[config.mk]
export PLATFORM = sky130hd
export DESIGN_NAME = uart_rx_toggle
export DESIGN_NICKNAME = d
export VERILOG_FILES = /design/src/rtl/dnn_uart_pkg.sv /design/src/rtl/sync_2ff.sv /design/src/rtl/uart_rx_toggle.sv
export SDC_FILE = /design/constraint.sdc
export NUM_CORES = 1
export LEC_CHECK = 0
export ABC_AREA = 1
export ABC_CLOCK_PERIOD_IN_PS = 2100
export CAP_MARGIN = 5
export CORE_MARGIN = 5
export CORE_UTILIZATION = 45
export DETAILED_ROUTE_END_ITERATION = 12
export PLACE_DENSITY = 0.69
export RECOVER_POWER = 50
export REMOVE_ABC_BUFFERS = 1
export SLEW_MARGIN = 15
export SYNTH_ARGS = -nofsm -noshare
export SYNTH_HDL_FRONTEND = slang
export SYNTH_HIERARCHICAL = 1
export SYNTH_SLANG_ARGS = --single-unit
[constraint.sdc]
create_clock -name clock -period 2.1 [get_ports clock]
set_clock_uncertainty 0.1 [all_clocks]
set_input_delay 0.42 -clock clock [delete_from_list [all_inputs] [get_ports clock]]
set_output_delay 0.42 -clock clock [all_outputs]
set_load 0.01 [all_outputs]
[src/rtl/dnn_uart_pkg.sv]
// Shared UART definitions: state encoding and default baud constants.
// Used by uart_rx_toggle and intended for reuse by the companion transmitter.
package dnn_uart_pkg;

   localparam int DEFAULT_BITWIDTH     = 8;
   localparam int DEFAULT_CLKS_PER_BIT = 868;  // 100 MHz / 115200 baud

   typedef logic [2:0] state_t;

   localparam state_t ST_IDLE      = 3'd0;
   localparam state_t ST_START     = 3'd1;
   localparam state_t ST_DATA      = 3'd2;
   localparam state_t ST_PARITY    = 3'd3;
   localparam state_t ST_STOP      = 3'd4;
   localparam state_t ST_WAIT_IDLE = 3'd5;

endpackage

[src/rtl/sync_2ff.sv]
// Two-flop synchronizer for a single asynchronous input.
// RESET_VAL sets both flops so the output holds a known level out of reset.
module sync_2ff #(
   parameter logic RESET_VAL = 1'b0
) (
   input  logic clk_i,
   input  logic rst_ni,
   input  logic d_i,
   output logic q_o
);

   logic meta_q;
   logic sync_q;

   // NOTE: flops use <= so both stages sample the pre-edge values and form a true 2-stage chain.
   always_ff @(posedge clk_i or negedge rst_ni) begin
      if (!rst_ni) begin
         meta_q <= RESET_VAL;
         sync_q <= RESET_VAL;
      end else begin
         meta_q <= d_i;
         sync_q <= meta_q;
      end
   end

   assign q_o = sync_q;

endmodule

[src/rtl/uart_rx_toggle.sv]
// UART receiver whose isNewData output toggles once per correctly received frame.
// Define UART_RX_PARITY_EN to expect and check one even-parity bit after the data.
module uart_rx_toggle
   import dnn_uart_pkg::*;
#(
   parameter int BITWIDTH     = DEFAULT_BITWIDTH,
   parameter int CLKS_PER_BIT = DEFAULT_CLKS_PER_BIT
) (
   input  logic                clock,
   input  logic                reset,
   input  logic                rxd,
   output logic [BITWIDTH-1:0] dataOut,
   output logic                isNewData,
   output logic                frameError
);

   localparam int CW  = $clog2(CLKS_PER_BIT) + 1;
   localparam int BCW = $clog2(BITWIDTH + 1);

   localparam logic [CW-1:0]  BIT_LAST  = CW'(CLKS_PER_BIT - 1);
   localparam logic [CW-1:0]  HALF_LAST = CW'(CLKS_PER_BIT / 2 - 1);
   localparam logic [BCW-1:0] BITS_LAST = BCW'(BITWIDTH - 1);

   logic rxd_s;

   // The idle line is high, so the synchronizer resets to 1 to avoid a false start.
   sync_2ff #(
      .RESET_VAL(1'b1)
   ) u_sync (
      .clk_i (clock),
      .rst_ni(reset),
      .d_i   (rxd),
      .q_o   (rxd_s)
   );

   state_t              state_q,   state_d;
   logic [CW-1:0]       cnt_q,     cnt_d;
   logic [BCW-1:0]      bit_cnt_q, bit_cnt_d;
   logic [BITWIDTH-1:0] shift_q,   shift_d;
   logic [BITWIDTH-1:0] data_q,    data_d;
   logic                toggle_q,  toggle_d;
   logic                ferr_q,    ferr_d;
   logic                bit_done;
   logic                stop_ok;

   assign bit_done = (cnt_q == BIT_LAST);

`ifdef UART_RX_PARITY_EN
   logic par_err_q, par_err_d;
   assign stop_ok = rxd_s & ~par_err_q;
`else
   assign stop_ok = rxd_s;
`endif

   always_comb begin
      // NOTE: every next-state signal gets a default here so no path infers a latch.
      state_d   = state_q;
      cnt_d     = cnt_q;
      bit_cnt_d = bit_cnt_q;
      shift_d   = shift_q;
      data_d    = data_q;
      toggle_d  = toggle_q;
      ferr_d    = 1'b0;
`ifdef UART_RX_PARITY_EN
      par_err_d = par_err_q;
`endif
      case (state_q)
         ST_IDLE: begin
            if (!rxd_s) begin
               state_d = ST_START;
               cnt_d   = '0;
            end
         end
         ST_START: begin
            if (cnt_q == HALF_LAST) begin
               cnt_d = '0;
               if (rxd_s) begin
                  state_d = ST_IDLE;
               end else begin
                  state_d   = ST_DATA;
                  bit_cnt_d = '0;
               end
            end else begin
               cnt_d = cnt_q + CW'(1);
            end
         end
         ST_DATA: begin
            if (bit_done) begin
               cnt_d     = '0;
               shift_d   = {rxd_s, shift_q[BITWIDTH-1:1]};
               bit_cnt_d = bit_cnt_q + BCW'(1);
               if (bit_cnt_q == BITS_LAST) begin
`ifdef UART_RX_PARITY_EN
                  state_d = ST_PARITY;
`else
                  state_d = ST_STOP;
`endif
               end
            end else begin
               cnt_d = cnt_q + CW'(1);
            end
         end
`ifdef UART_RX_PARITY_EN
         ST_PARITY: begin
            if (bit_done) begin
               cnt_d     = '0;
               // Even parity: data ones plus the parity bit must come to an even count.
               par_err_d = (^shift_q) ^ rxd_s;
               state_d   = ST_STOP;
            end else begin
               cnt_d = cnt_q + CW'(1);
            end
         end
`endif
         ST_STOP: begin
            if (bit_done) begin
               cnt_d = '0;
               if (stop_ok) begin
                  data_d   = shift_q;
                  toggle_d = ~toggle_q;
                  state_d  = ST_IDLE;
               end else begin
                  ferr_d  = 1'b1;
                  state_d = ST_WAIT_IDLE;
               end
            end else begin
               cnt_d = cnt_q + CW'(1);
            end
         end
         ST_WAIT_IDLE: begin
            // Any low sample restarts the full bit of idle required before re-arming.
            if (!rxd_s) begin
               cnt_d = '0;
            end else if (bit_done) begin
               cnt_d   = '0;
               state_d = ST_IDLE;
            end else begin
               cnt_d = cnt_q + CW'(1);
            end
         end
         default: begin
            state_d = ST_IDLE;
            cnt_d   = '0;
         end
      endcase
   end

   always_ff @(posedge clock or negedge reset) begin
      if (!reset) begin
         state_q   <= ST_IDLE;
         cnt_q     <= '0;
         bit_cnt_q <= '0;
         shift_q   <= '0;
         data_q    <= '0;
         toggle_q  <= 1'b0;
         ferr_q    <= 1'b0;
      end else begin
         state_q   <= state_d;
         cnt_q     <= cnt_d;
         bit_cnt_q <= bit_cnt_d;
         shift_q   <= shift_d;
         data_q    <= data_d;
         toggle_q  <= toggle_d;
         ferr_q    <= ferr_d;
      end
   end

`ifdef UART_RX_PARITY_EN
   always_ff @(posedge clock or negedge reset) begin
      if (!reset) begin
         par_err_q <= 1'b0;
      end else begin
         par_err_q <= par_err_d;
      end
   end
`endif

   assign dataOut    = data_q;
   assign isNewData  = toggle_q;
   assign frameError = ferr_q;

endmodule

# Word-level counts from Yosys, hierarchy flattened
# Index checks and enable logic that the tools add are counted.
# totals
reg_bits	38
inputBits	3
output_inout_bits	10
word_cells	56
# op_classes
addsub	2
n_eq_ne	15
muxes	22
n_bitwise	1
reduce_logical	7
# op_table
operator	count
2-to-1 mux 11 bit	4
case mux 11 bit (4 select lines)	1
2-to-1 mux 3 bit	8
case mux 3 bit (5 select lines)	1
!= test 2 bit (second input constant)	7
2-to-1 mux 4 bit	3
adder 11 x 1 -> 11 bit (second input constant)	1
equality test 11 x 10 -> 1 bit (second input constant)	1
equality test 11 x 9 -> 1 bit (second input constant)	1
case mux 4 bit (2 select lines)	1
AND reduction 7 bit	1
equality test 3 bit (second input constant)	2
adder 4 x 1 -> 4 bit (second input constant)	1
equality test 4 x 3 -> 1 bit (second input constant)	1
AND reduction 4 bit	1
equality test 3 x 1 -> 1 bit (second input constant)	1
equality test 3 x 2 -> 1 bit (second input constant)	1
zero test 3 bit	1
2-to-1 mux 1 bit	3
AND reduction 3 bit	1
2-to-1 mux 2 bit	1
!= test 2 x 1 -> 1 bit (second input constant)	1
AND reduction 2 bit	1
nonzero test 2 bit	1
2 further kinds	2

# Longest topological paths before layout
# Gate-level depths: netlist (run 1).
# depth
word_depth	4
mapped_depth	11
mapped_depth_nobuf	11

# Hierarchy
# Netlist (run 1), hierarchy kept.
# modules_own_cells
mod	instances	cells_per_inst	area_per_inst_um2	seq_area_each_um2
uart_rx_toggle	1	229	1973.1	900.9
sync_2ff	1	2	52.6	52.6

# Worst setup path before layout (run 1)
# No wires, ideal clock.
# synth_timing
path_type	reg-to-reg
start	reg cnt_q[0]
end	reg state_q[1]
setup_ns	0.117
t_arrival_ns	1.308
required_ns	1.883
path_slack_ns	0.575
path_stages_with_launch	12
n_path_buf	1
period_less_slack_ns	1.525
cell_sequence	dfrtp_1 -> ha_1 -> nand2_1 -> nor2_1 -> nand3_2 -> buf_6 -> nand2_4 -> nand2_4 -> clkinv_4 -> nand3_2 -> nand2_1 -> nand2_1
# synth_between
elab_chain_len	3
word_cells_on_any_way	7
cone_classes	eq/ne (6); reduce/logical (1)
# synth_lines
item	line_no	rtl
from (decl)	uart_rx_toggle.sv:37	logic [CW-1:0] cnt_q, cnt_d;
from (signal assigned)	uart_rx_toggle.sv:159	cnt_q <= cnt_d;
equality test 11 x 9 -> 1 bit / equality test 11 x 10 -> 1 bit (equally long branches)	uart_rx_toggle.sv:75, uart_rx_toggle.sv:46	
!= test 2 bit (no line)	-	
AND reduction 7 bit (no line) (*)	-	
to (signal assigned)	uart_rx_toggle.sv:158	state_q <= state_d;
to (decl)	uart_rx_toggle.sv:36	state_t state_q, state_d;
# Every way passes the cells marked *; elsewhere a longest branch is shown, timed or not.
# A chain may end at the register's enable or synchronous reset.

# Worst setup path in the final report (run 1)
# layout_timing
start	reg cnt_q[0]
end	reg data_q[6], in the netlist dataOut[6]
# layout_between
elab_chain_len	2
# layout_lines
item	line_no	rtl
equality test 11 x 10 -> 1 bit	uart_rx_toggle.sv:46	assign bit_done = (cnt_q == BIT_LAST);
AND reduction 3 bit (no line)	-	
to (signal assigned)	uart_rx_toggle.sv:162	data_q <= data_d;
to (decl)	uart_rx_toggle.sv:40	logic [BITWIDTH-1:0] data_q, data_d;
# No other way between the ends.

==> results of run 1 <==
[worst reg2reg max path: stages (launching register included)]
cell	delay (ns)
dfrtp_1	0.38
ha_1	0.19
nand2_1	0.06
nor2_1	0.12
nand3_2	0.19
nor3_4	0.44
nor2_1	0.08
a21oi_1	0.13
[cells by family after synthesis]
kind of cell	Yosys count
compound gates	28
simple gates	120
fa+ha+maj	3
buf+inv	39
flops	38
xor+xnor	3
[registers in the layout, indices dropped and copies added, names as in the netlist]
signal         count
bit_cnt_q          4
cnt_q             11
dataOut            8
frameError         1
isNewData          1
shift_q            8
state_q            3
u_sync/meta_q      1
u_sync/q_o         1
[cells in the final DEF (no fill, tap or decap), types with 2 or more instances in the layout]
cell and count:
nand3_2 5, o21ai_2 2, o21ai_0 10, bufinv_16 2, nand3_1 9, a21oi_1 7
nand4_1 5, ha_1 3, nand3_4 2, clkbuf_8 5, dfstp_2 2, nor3_1 2
nor2_1 20, nand2_1 56, nand2_2 4, o21ai_1 6, xor2_1 2, inv_1 27
clkdlybuf4s50_1 10, clkinv_4 2, dfrtp_1 36, nand2_4 4, inv_2 6, nor3_2 4
nor2_4 2, nor3_4 2
[area by class of cell]
type / count / area share
clock buffers: 5 / 0.02991
multi-input cells: 154 / 0.3844
clock inverters: 3 / 0.02991
flip-flops and latches: 38 / 0.4144
well taps: 52 / 0.02828
inverters: 34 / 0.05764
repair buffers: 14 / 0.05546
[path summary, 6_finish.rpt]
path                          startpoint    endpoint  cells past startpoint
max                             cnt_q[0]  dataOut[6]                      7
min                                reset    cnt_q[9]                      2
max reg2reg                     cnt_q[0]  dataOut[6]                      7
min reg2reg                u_sync/meta_q  u_sync/q_o                      0
max in group asynchronous          reset  dataOut[1]                      2
min in group clock         u_sync/meta_q  u_sync/q_o                      0
[power breakdown]
| group | leakage (nW) | total (mW) | switching (mW) | internal [mW] |
|---|---|---|---|---|
| registers | 0.509 | 0.737 | 0.00211 | 0.735 |
| clock network | 0.0683 | 0.741 | 0.265 | 0.476 |
| logic | 0.597 | 0.0205 | 0.0174 | 0.00311 |
| total | 1.17 | 1.50 | 0.285 | 1.21 |
[layer usage]
layer | track usage | up-vias
li1 | - | 765
met1 | 0.1688 | 673
met2 | 0.2088 | 20
met3 | 0.03396 | 6
met4 | 0.06186 | 0
met5 | 0 | -
==> run_results.csv, run 1 <==
group,metric,value,unit
worst_hold_path,hold_class,"input port to asynchronous set/reset pin",
drt,drtIter0Drc,90,
cts,clkTransAtPathRegs,0.08,ns
drt,met3_length,134,um
layout,drive_gt1_frac,0.1935,
layout,num_antenna_cells,0,
drt,drtAntennaViolNets,0,
logic_synthesis,synth.cell_area,2026,um^2
layout,multi_input_area,884.6,um^2
sta,maxSlewHeadroom,0.3940,
logic_synthesis,synthMuxAreaShare,0,
worst_setup_path,critical_path_class,"flop to flop",
logic_synthesis,synthFlopType,"dfrtp_1",
floorplan,io_pins,13,
worst_setup_path,crit_family,"simple AND/OR/NAND/NOR gates",
worst_setup_path,slowest_stage,"nor3_4",
sta,maxSlewViolCount,0,
logic_synthesis,synth.distinct_cells,34,
sta,rsz0062_at_grt,"no",
floorplan,die_w,77.10,um
global_routing,antenna_found_initial,0,
drt,wirelength,3461,um
cts,cts_root_buf,"clkbuf_8",
power_and_ir_drop,power,1.498,mW
logic_synthesis,synth_top_family_by_area,"simple AND/OR/NAND/NOR gates",
global_routing,grt_pass1_vias,1440,
cts,postCtsSetupBuffers,0,
worst_setup_path,r2r_slack,0.34,ns
logic_synthesis,synth_compound_area_frac,0.07536,
worst_setup_path,required,2.22,ns
cts,cts.path.max_buffers,2,
floorplan,initial_utilization,0.4652,
worst_setup_path,slowest_delay,0.44,ns
worst_setup_path,cp_num_buf_inv,0,
sta,hold_viol_final,0,
sta,fin_ws,0.3418,ns
power_and_ir_drop,ir_worst_vdd,471.8,uV
global_routing,grt_max_degree,39,
drt,wl_met1,1627,um
drt,dr.pass1.iters,6,
place,portBuffers,12,
layout,fin_nets,253,
drt,route.met2.wl,1635,um
logic_synthesis,netlist.top_cell.by_area,"dfrtp_1",
cts,postCtsHoldBufs,0,
drt,top_layer,"met4",
logic_synthesis,synth_edf_count,0,
worst_setup_path,end_kind,"flop",
drt,wl_per_cell,11.54,um
sta,hold_ws,0.2316,ns
sta,fmax,568.8,MHz
place,place_ws,0.3217,ns
logic_synthesis,syn_area_per_cell,8.769,um^2
global_routing,grt_overflow,0,
job,drv_cap,0,
drt,vias,1464,
sta,setup_viol,0,
worst_setup_path,start_kind,"flop",
logic_synthesis,async_flop_share,1.000,
logic_synthesis,yosys.area_share.adder,0.01853,
drt,viasPerCell,4.880,
layout,stdcell_area,2301,um^2
logic_synthesis,yosys.area_share.simple,0.3311,
cts,clk_latency,0.29,ns
cts,cts_tree,"built",
worst_setup_path,crit_chain,"ha_1 > nand2_1 > nor2_1 > nand3_2 > nor3_4 > nor2_1 > a21oi_1",
logic_synthesis,ys_seq_area_frac,0.4707,
floorplan,core_region_area,4354,um^2
worst_setup_path,cp_max_fo,12,
cts,htreeDepth,2,
global_routing,grt.total_usage,0.1323,
logic_synthesis,synth.top_cell.area_share,0.4447,
floorplan,rows,24,
drt,drc_errors,0,
logic_synthesis,ys_top_cells_by_area,"dfrtp_1 44%, nand2_1 10%, inv_1 5.0%",
layout,nFillCells,388,
logic_synthesis,yosysMostFrequentCell,"nand2_1",
logic_synthesis,synthTopCellsByCount,"55 x nand2_1, 36 x dfrtp_1, 27 x inv_1",
logic_synthesis,yosys_register_bits,38,
status,outcome,"completed",
place,dp_cells,292,
logic_synthesis,yosysWarningCount,6,
layout,regArea,953.4,um^2
power_and_ir_drop,leakage,1.175,nW
logic_synthesis,synth_xor_area_frac,0.01297,
place,dpl_cell_area,2168,um^2
layout,area_growth_syn_to_layout,13.59,%
sta,worst_pin_slew,0.9089,ns
power_and_ir_drop,power_density,651.2,nW/um^2
floorplan,die-area,5944,um^2
place,gp_congestion,0.8540,
layout,finalNonFillerCells,300,
worst_setup_path,cp.arrival,1.88,ns
sta,post-route-min-period,1.758,ns
cts,cts_resized,0,
global_routing,grt_pass1_wl,6361,um
layout,utilization,0.5284,
logic_synthesis,netlist_instances,231,
place,hpwl,2528,um
sta,period_share,0.8372,
floorplan,die_h,77.10,um
cts,clock_sink_count,38,
worst_setup_path,crit_top_cell,"nor2_1",
sta,tns,0,ns
cts,numCtsBuffers,5,
No activity file was read; power rests on OpenSTA's default activity.
==> run 2, diff against run 1 <==
--- a/config.mk
+++ b/config.mk
@@ -6,12 +6,12 @@
 export NUM_CORES = 1
 export LEC_CHECK = 0
 export ABC_AREA = 1
-export ABC_CLOCK_PERIOD_IN_PS = 2100
+export ABC_CLOCK_PERIOD_IN_PS = 1600
 export CAP_MARGIN = 5
 export CORE_MARGIN = 5
 export CORE_UTILIZATION = 45
 export DETAILED_ROUTE_END_ITERATION = 12
-export PLACE_DENSITY = 0.69
+export PLACE_DENSITY = 0.72
 export RECOVER_POWER = 50
 export REMOVE_ABC_BUFFERS = 1
 export SLEW_MARGIN = 15
==> constraint.sdc (replaced) <==
create_clock -name clock -period 1.6 [get_ports clock]
set_clock_uncertainty 0.1 [all_clocks]
set_input_delay 0.32 -clock clock [delete_from_list [all_inputs] [get_ports clock]]
set_output_delay 0.32 -clock clock [all_outputs]
set_load 0.01 [all_outputs]
==> run_results.csv, run 2 (synthesized netlist as in run 1, its figures left out) <==
group,metric,value,unit
status,outcome,"complete, but fails checks",
status,violations,"setup timing",
power_and_ir_drop,power_density,650.9,nW/um^2
worst_setup_path,end_kind,"flop",
cts,cts_tree,"built",
worst_setup_path,worstReg2RegStart,"cnt_q[1]",
global_routing,grt.total_usage,0.1472,
power_and_ir_drop,p_comb_frac,0.017,
drt,wirelength,4036,um
drt,vias,1597,
cts,clkTransAtPathRegs,0.07,ns
worst_setup_path,crit_family,"simple AND/OR/NAND/NOR gates",
worst_hold_path,hold_end,"u_sync/q_o",
drt,drtIter0Drc,40,
worst_setup_path,slowest_stage,"dfrtp_1",
worst_setup_path,crit_top_cell,"nand2_4",
sta,fmax,591.6,MHz
floorplan,die_w,77.10,um
sta,fin_ws,-0.09040,ns
sta,maxSlewViolCount,0,
cts,cts.path.max_buffers,2,
drt,drc_errors,0,
place,dp_cells,310,
power_and_ir_drop,p_int,1.316,mW
power_and_ir_drop,p_clk_frac,0.406,
drt,wl_per_cell,12.46,um
cts,clk_latency,0.29,ns
layout,fin_nets,277,
worst_setup_path,rr_worst_depth,9,
layout,num_antenna_cells,0,
floorplan,die-area,5944,um^2
power_and_ir_drop,p_seq_frac,0.577,
sta,post-route-min-period,1.690,ns
global_routing,grt_overflow,0,
sta,period_share,1.057,
place,place_ws,-0.1282,ns
worst_setup_path,cp_max_fo,7,
layout,finalNonFillerCells,324,
worst_setup_path,start_kind,"flop",
power_and_ir_drop,p_sw,0.3613,mW
global_routing,antenna_found_initial,0,
floorplan,initial_utilization,0.4652,
global_routing,grt_pass1_wl,7079,um
worst_hold_path,holdPathStages,0,
cts,clock_sink_count,38,
layout,layout_common_cells,"51 x nand2_1, 35 x dfrtp_1, 25 x inv_1, 18 x buf_4, 17 x nor2_1",
worst_setup_path,slowest_delay,0.37,ns
worst_hold_path,hold_class,"flop to flop",
sta,worst_pin_slew,0.9128,ns
sta,rsz0062_at_grt,"yes",
worst_hold_path,holdCritStartpoint,"u_sync/meta_q",
job,drv_cap,0,
sta,hold_viol_final,0,
drt,viasPerCell,4.929,
worst_setup_path,critical_path_class,"flop to flop",
layout,area_growth_syn_to_layout,27.24,%
place,hpwl,2746,um
global_routing,grt_max_degree,39,
place,gp_congestion,0.8993,
drt,dr.pass1.iters,4,
cts,cts_root_buf,"clkbuf_8",
power_and_ir_drop,leakage,1.357,nW
power_and_ir_drop,ir_worst_vdd,437.8,uV
sta,setup_viol,24,
drt,drtAntennaViolNets,0,
floorplan,core_region_area,4354,um^2
worst_setup_path,cp.arrival,1.77,ns
worst_setup_path,crit_chain,"ha_2 > nand2_1 > nor2_1 > nand3_2 > buf_6 > nand2_4 > nand3_4 > nand2_4 > a21oi_2",
layout,largest_reg_flops,11,
layout,layout_commonest_cell,"nand2_1",
floorplan,die_h,77.10,um
cts,numCtsBuffers,5,
layout,drive_gt1_frac,0.3456,
worst_setup_path,r2r_slack,-0.09,ns
worst_setup_path,cp_num_buf_inv,1,
global_routing,grt_pass1_vias,1608,
floorplan,rows,24,
worst_setup_path,required,1.68,ns
power_and_ir_drop,switching_share,0.2154,
layout,top_register,"cnt_q",
worst_setup_path,r2r_end,"cnt_q[9]",
layout,nFillCells,363,
place,portBuffers,12,
cts,htreeDepth,2,
floorplan,io_pins,13,
sta,maxSlewHeadroom,0.3915,
==> run 2: power groups by stage <==
stage	Sequential, mW	Combinational [mW]	Clock [mW]
2_1_floorplan	0.985	0.00511	0
3_3_place_gp	0.986	0.0301	0
3_5_place_dp	0.986	0.0304	0
4_1_cts	0.967	0.0322	0.721
5_1_grt	0.968	0.0354	0.764
6_report	0.967	0.0290	0.681
==> run 2: area by class of cell <==
cell class / count / area [um^2] / share of cell area
clock buffer: 6 / 82.58 / 0.03204
tap: 52 / 65.06 / 0.02524
clock inverter: 2 / 12.51 / 0.004854
sequential: 38 / 954.7 / 0.3704
multi-input combinational: 155 / 988.4 / 0.3835
timing repair buffer: 37 / 339.1 / 0.1316
inverter: 34 / 135.1 / 0.05243
==> run 2: worst max path at each step <==
stage	end	startpoint	slack, ns	cells after the start
after floorplan	dataOut[4]	cnt_q[0]	-0.13	7
after global placement	state_q[1]	cnt_q[1]	-0.02	11
after detailed placement	state_q[1]	cnt_q[1]	-0.13	11
after CTS	state_q[1]	cnt_q[1]	-0.06	11
after global routing	cnt_q[9]	cnt_q[1]	-0.20	9
final	cnt_q[9]	cnt_q[1]	-0.09	9
==> run 2: through the flow <==
stage | instance area, um^2 | hold WS (ns) | total power [mW] | setup TNS (ns) | util
after floorplan | 1973 | -0.07559 | 0.9906 | -1.348 | -
after global placement | 2341 | 0.2469 | 1.016 | -0.09664 | 0.5376
after detailed placement | 2341 | 0.2491 | 1.016 | -0.9745 | 0.5376
after CTS | 2502 | 0.2566 | 1.720 | -0.5665 | 0.5747
after global routing | 2577 | 0.2638 | 1.767 | -7.538 | 0.5920
final | 2577 | 0.2598 | 1.678 | -1.175 | 0.5920
==> run 2: worst register-to-register path, cell delays in order (launching register included) <==
cell,delay (ns)
dfrtp_1,0.37
ha_2,0.19
nand2_1,0.05
nor2_1,0.10
nand3_2,0.19
buf_6,0.19
nand2_4,0.07
nand3_4,0.15
nand2_4,0.13
a21oi_2,0.05
==> run 2: per-layer routing <==
metal,track usage,up-vias,share of wire
met1,0.1737,762,0.43
li1,-,809,-
met4,0.06186,0,0.017
met3,0.03279,7,0.027
met5,0,-,0
met2,0.2555,19,0.53
==> run 2: timing repair <==
item / CTS / global route
hold buffers: 1 / 0
endpoints found under the setup margin: 33 / 36
cloned: 1 / 0
buffers inserted: 3 / 1
endpoints found under the hold margin: 36 / 0
pin swaps: 10 / 9
gates resized for setup: 20 / 24
==> run 3, diff against run 2 <==
==> constraint.sdc (replaced) <==
create_clock -name clock -period 1.6 [get_ports clock]
set_clock_uncertainty 0.1 [all_clocks]
set_input_delay 0.48 -clock clock [delete_from_list [all_inputs] [get_ports clock]]
set_output_delay 0.48 -clock clock [all_outputs]
set_load 0.01 [all_outputs]
==> run_results.csv, run 3 (synthesized netlist as in run 1, its figures left out) <==
group,metric,value,unit
cts,cts_root_buf,"clkbuf_8",
sta,period_share,1.036,
sta,rsz0062_at_grt,"yes",
layout,nFillCells,357,
floorplan,die_h,77.10,um
drt,drtIter0Drc,52,
drt,viasPerCell,4.914,
cts,cts.path.max_buffers,2,
sta,worst_pin_slew,0.7599,ns
global_routing,grt_pass1_vias,1554,
layout,top_register,"cnt_q",
drt,drtAntennaViolNets,0,
cts,htreeDepth,2,
sta,hold_viol_final,0,
worst_setup_path,cp_max_fo,7,
sta,maxSlewHeadroom,0.4934,
drt,drc_errors,0,
layout,layout_commonest_cell,"nand2_1",
floorplan,io_pins,13,
place,hpwl,2830,um
global_routing,antenna_found_initial,0,
cts,clkTransAtPathRegs,0.08,ns
cts,clock_sink_count,38,
cts,clk_latency,0.30,ns
cts,numCtsBuffers,5,
sta,tns,-0.3683,ns
sta,fin_ws,-0.05746,ns
cts,cts_tree,"built",
global_routing,grt.total_usage,0.1434,
status,violations,"setup timing",
drt,vias,1592,
place,place_ws,-0.09316,ns
sta,hold_ws,0.2581,ns
worst_setup_path,rr_worst_depth,10,
worst_setup_path,end_kind,"flop",
floorplan,initial_utilization,0.4652,
floorplan,die_w,77.10,um
sta,post-route-min-period,1.657,ns
floorplan,die-area,5944,um^2
layout,stdcell_area,2721,um^2
place,gp_congestion,0.8894,
worst_hold_path,hold_class,"flop to flop",
drt,dr.pass1.iters,4,
floorplan,core_region_area,4354,um^2
layout,drive_gt1_frac,0.3971,
layout,fin_nets,277,
worst_setup_path,cp.arrival,1.75,ns
layout,largest_reg_flops,11,
worst_setup_path,critical_path_class,"flop to flop",
global_routing,grt_overflow,0,
sta,maxSlewViolCount,0,
status,outcome,"complete, but fails checks",
floorplan,rows,24,
power_and_ir_drop,power_density,731.9,nW/um^2
job,drv_cap,0,
drt,wl_per_cell,13.09,um
layout,utilization,0.6250,
worst_setup_path,required,1.69,ns
sta,fmax,603.3,MHz
layout,num_antenna_cells,0,
worst_hold_path,holdCritStartpoint,"u_sync/meta_q",
worst_hold_path,holdPathStages,0,
drt,wirelength,4241,um
global_routing,grt_pass1_wl,6962,um
power_and_ir_drop,leakage,1.372,nW
worst_setup_path,r2r_end,"cnt_q[9]",
worst_setup_path,r2r_slack,-0.06,ns
place,dpl_cell_area,2354,um^2
sta,setup_viol,13,
global_routing,grt_max_degree,28,
place,portBuffers,12,
layout,layout_common_cells,"45 x nand2_1, 34 x dfrtp_1, 25 x inv_1, 17 x buf_4, 14 x nand2_2",
power_and_ir_drop,ir_worst_vdd,514.0,uV
worst_hold_path,hold_end,"u_sync/q_o",
worst_setup_path,start_kind,"flop",
layout,area_growth_syn_to_layout,34.34,%
worst_setup_path,worstReg2RegStart,"cnt_q[1]",
## run 3: power by group
group / switching (mW) / internal (mW) / total, mW / leakage (nW)
registers: 0.00273 / 0.964 / 0.967 / 0.507
clock network: 0.366 / 0.625 / 0.991 / 0.0683
logic: 0.0248 / 0.00947 / 0.0342 / 0.796
## run 3: what timing repair did
| action | 4_1_cts | 5_1_grt |
|---|---|---|
| cloned | 1 | 0 |
| setup buffers | 2 | 3 |
| pin swaps | 8 | 17 |
| hold endpoints to repair | 11 | 0 |
| resized for setup | 16 | 48 |
| setup endpoints to repair | 32 | 37 |
| hold buffers | 1 | 0 |
## run 3: how the worst max path moves through the flow
stage	from	endpoint	slack (ns)	cells after the start
finish	cnt_q[1]	cnt_q[9]	-0.06	10
floorplan	cnt_q[0]	dataOut[4]	-0.13	7
detailed placement	cnt_q[1]	state_q[1]	-0.09	11
CTS	cnt_q[1]	state_q[1]	-0.07	11
global placement	cnt_q[1]	state_q[1]	-0.02	11
global route	cnt_q[1]	cnt_q[9]	-0.15	10
## run 3: area by class of cell
type	count	area, um^2	share of cell area
inverter	34	140.1	0.05149
clock buffer	5	68.82	0.02529
timing repair buffer	37	354.1	0.1301
multi-input combinational	155	1069	0.3926
sequential	38	955.9	0.3513
tap	52	65.06	0.02391
clock inverter	3	68.82	0.02529
## run 3: metal layers
metal | wire length (um) | global-route usage | vias to the layer above
met2 | 2266 | 0.2377 | 11
met1 | 1799 | 0.1772 | 762
met3 | 114 | 0.04801 | 8
met4 | 59 | 0.04124 | 0
met5 | 0 | 0 | -
li1 | - | - | 811
## run 3: stage by stage
step / std cells / total power, mW
6_report: 324 / 1.992
5_1_grt: 324 / 2.066
4_1_cts: 322 / 2.012
3_5_place_dp: 310 / 1.020
3_3_place_gp: 310 / 1.020
2_1_floorplan: 226 / 0.9906
## run 3: critical path, cell delays in order, from the launching register on
cell and delay (ns):
dfrtp_1 0.41, buf_6 0.13, inv_4 0.05, ha_4 0.11
nand2_2 0.04, nor2_1 0.09, nand3_1 0.12, nand2_4 0.13
nand3_4 0.16, nand2_2 0.13, a21oi_2 0.05
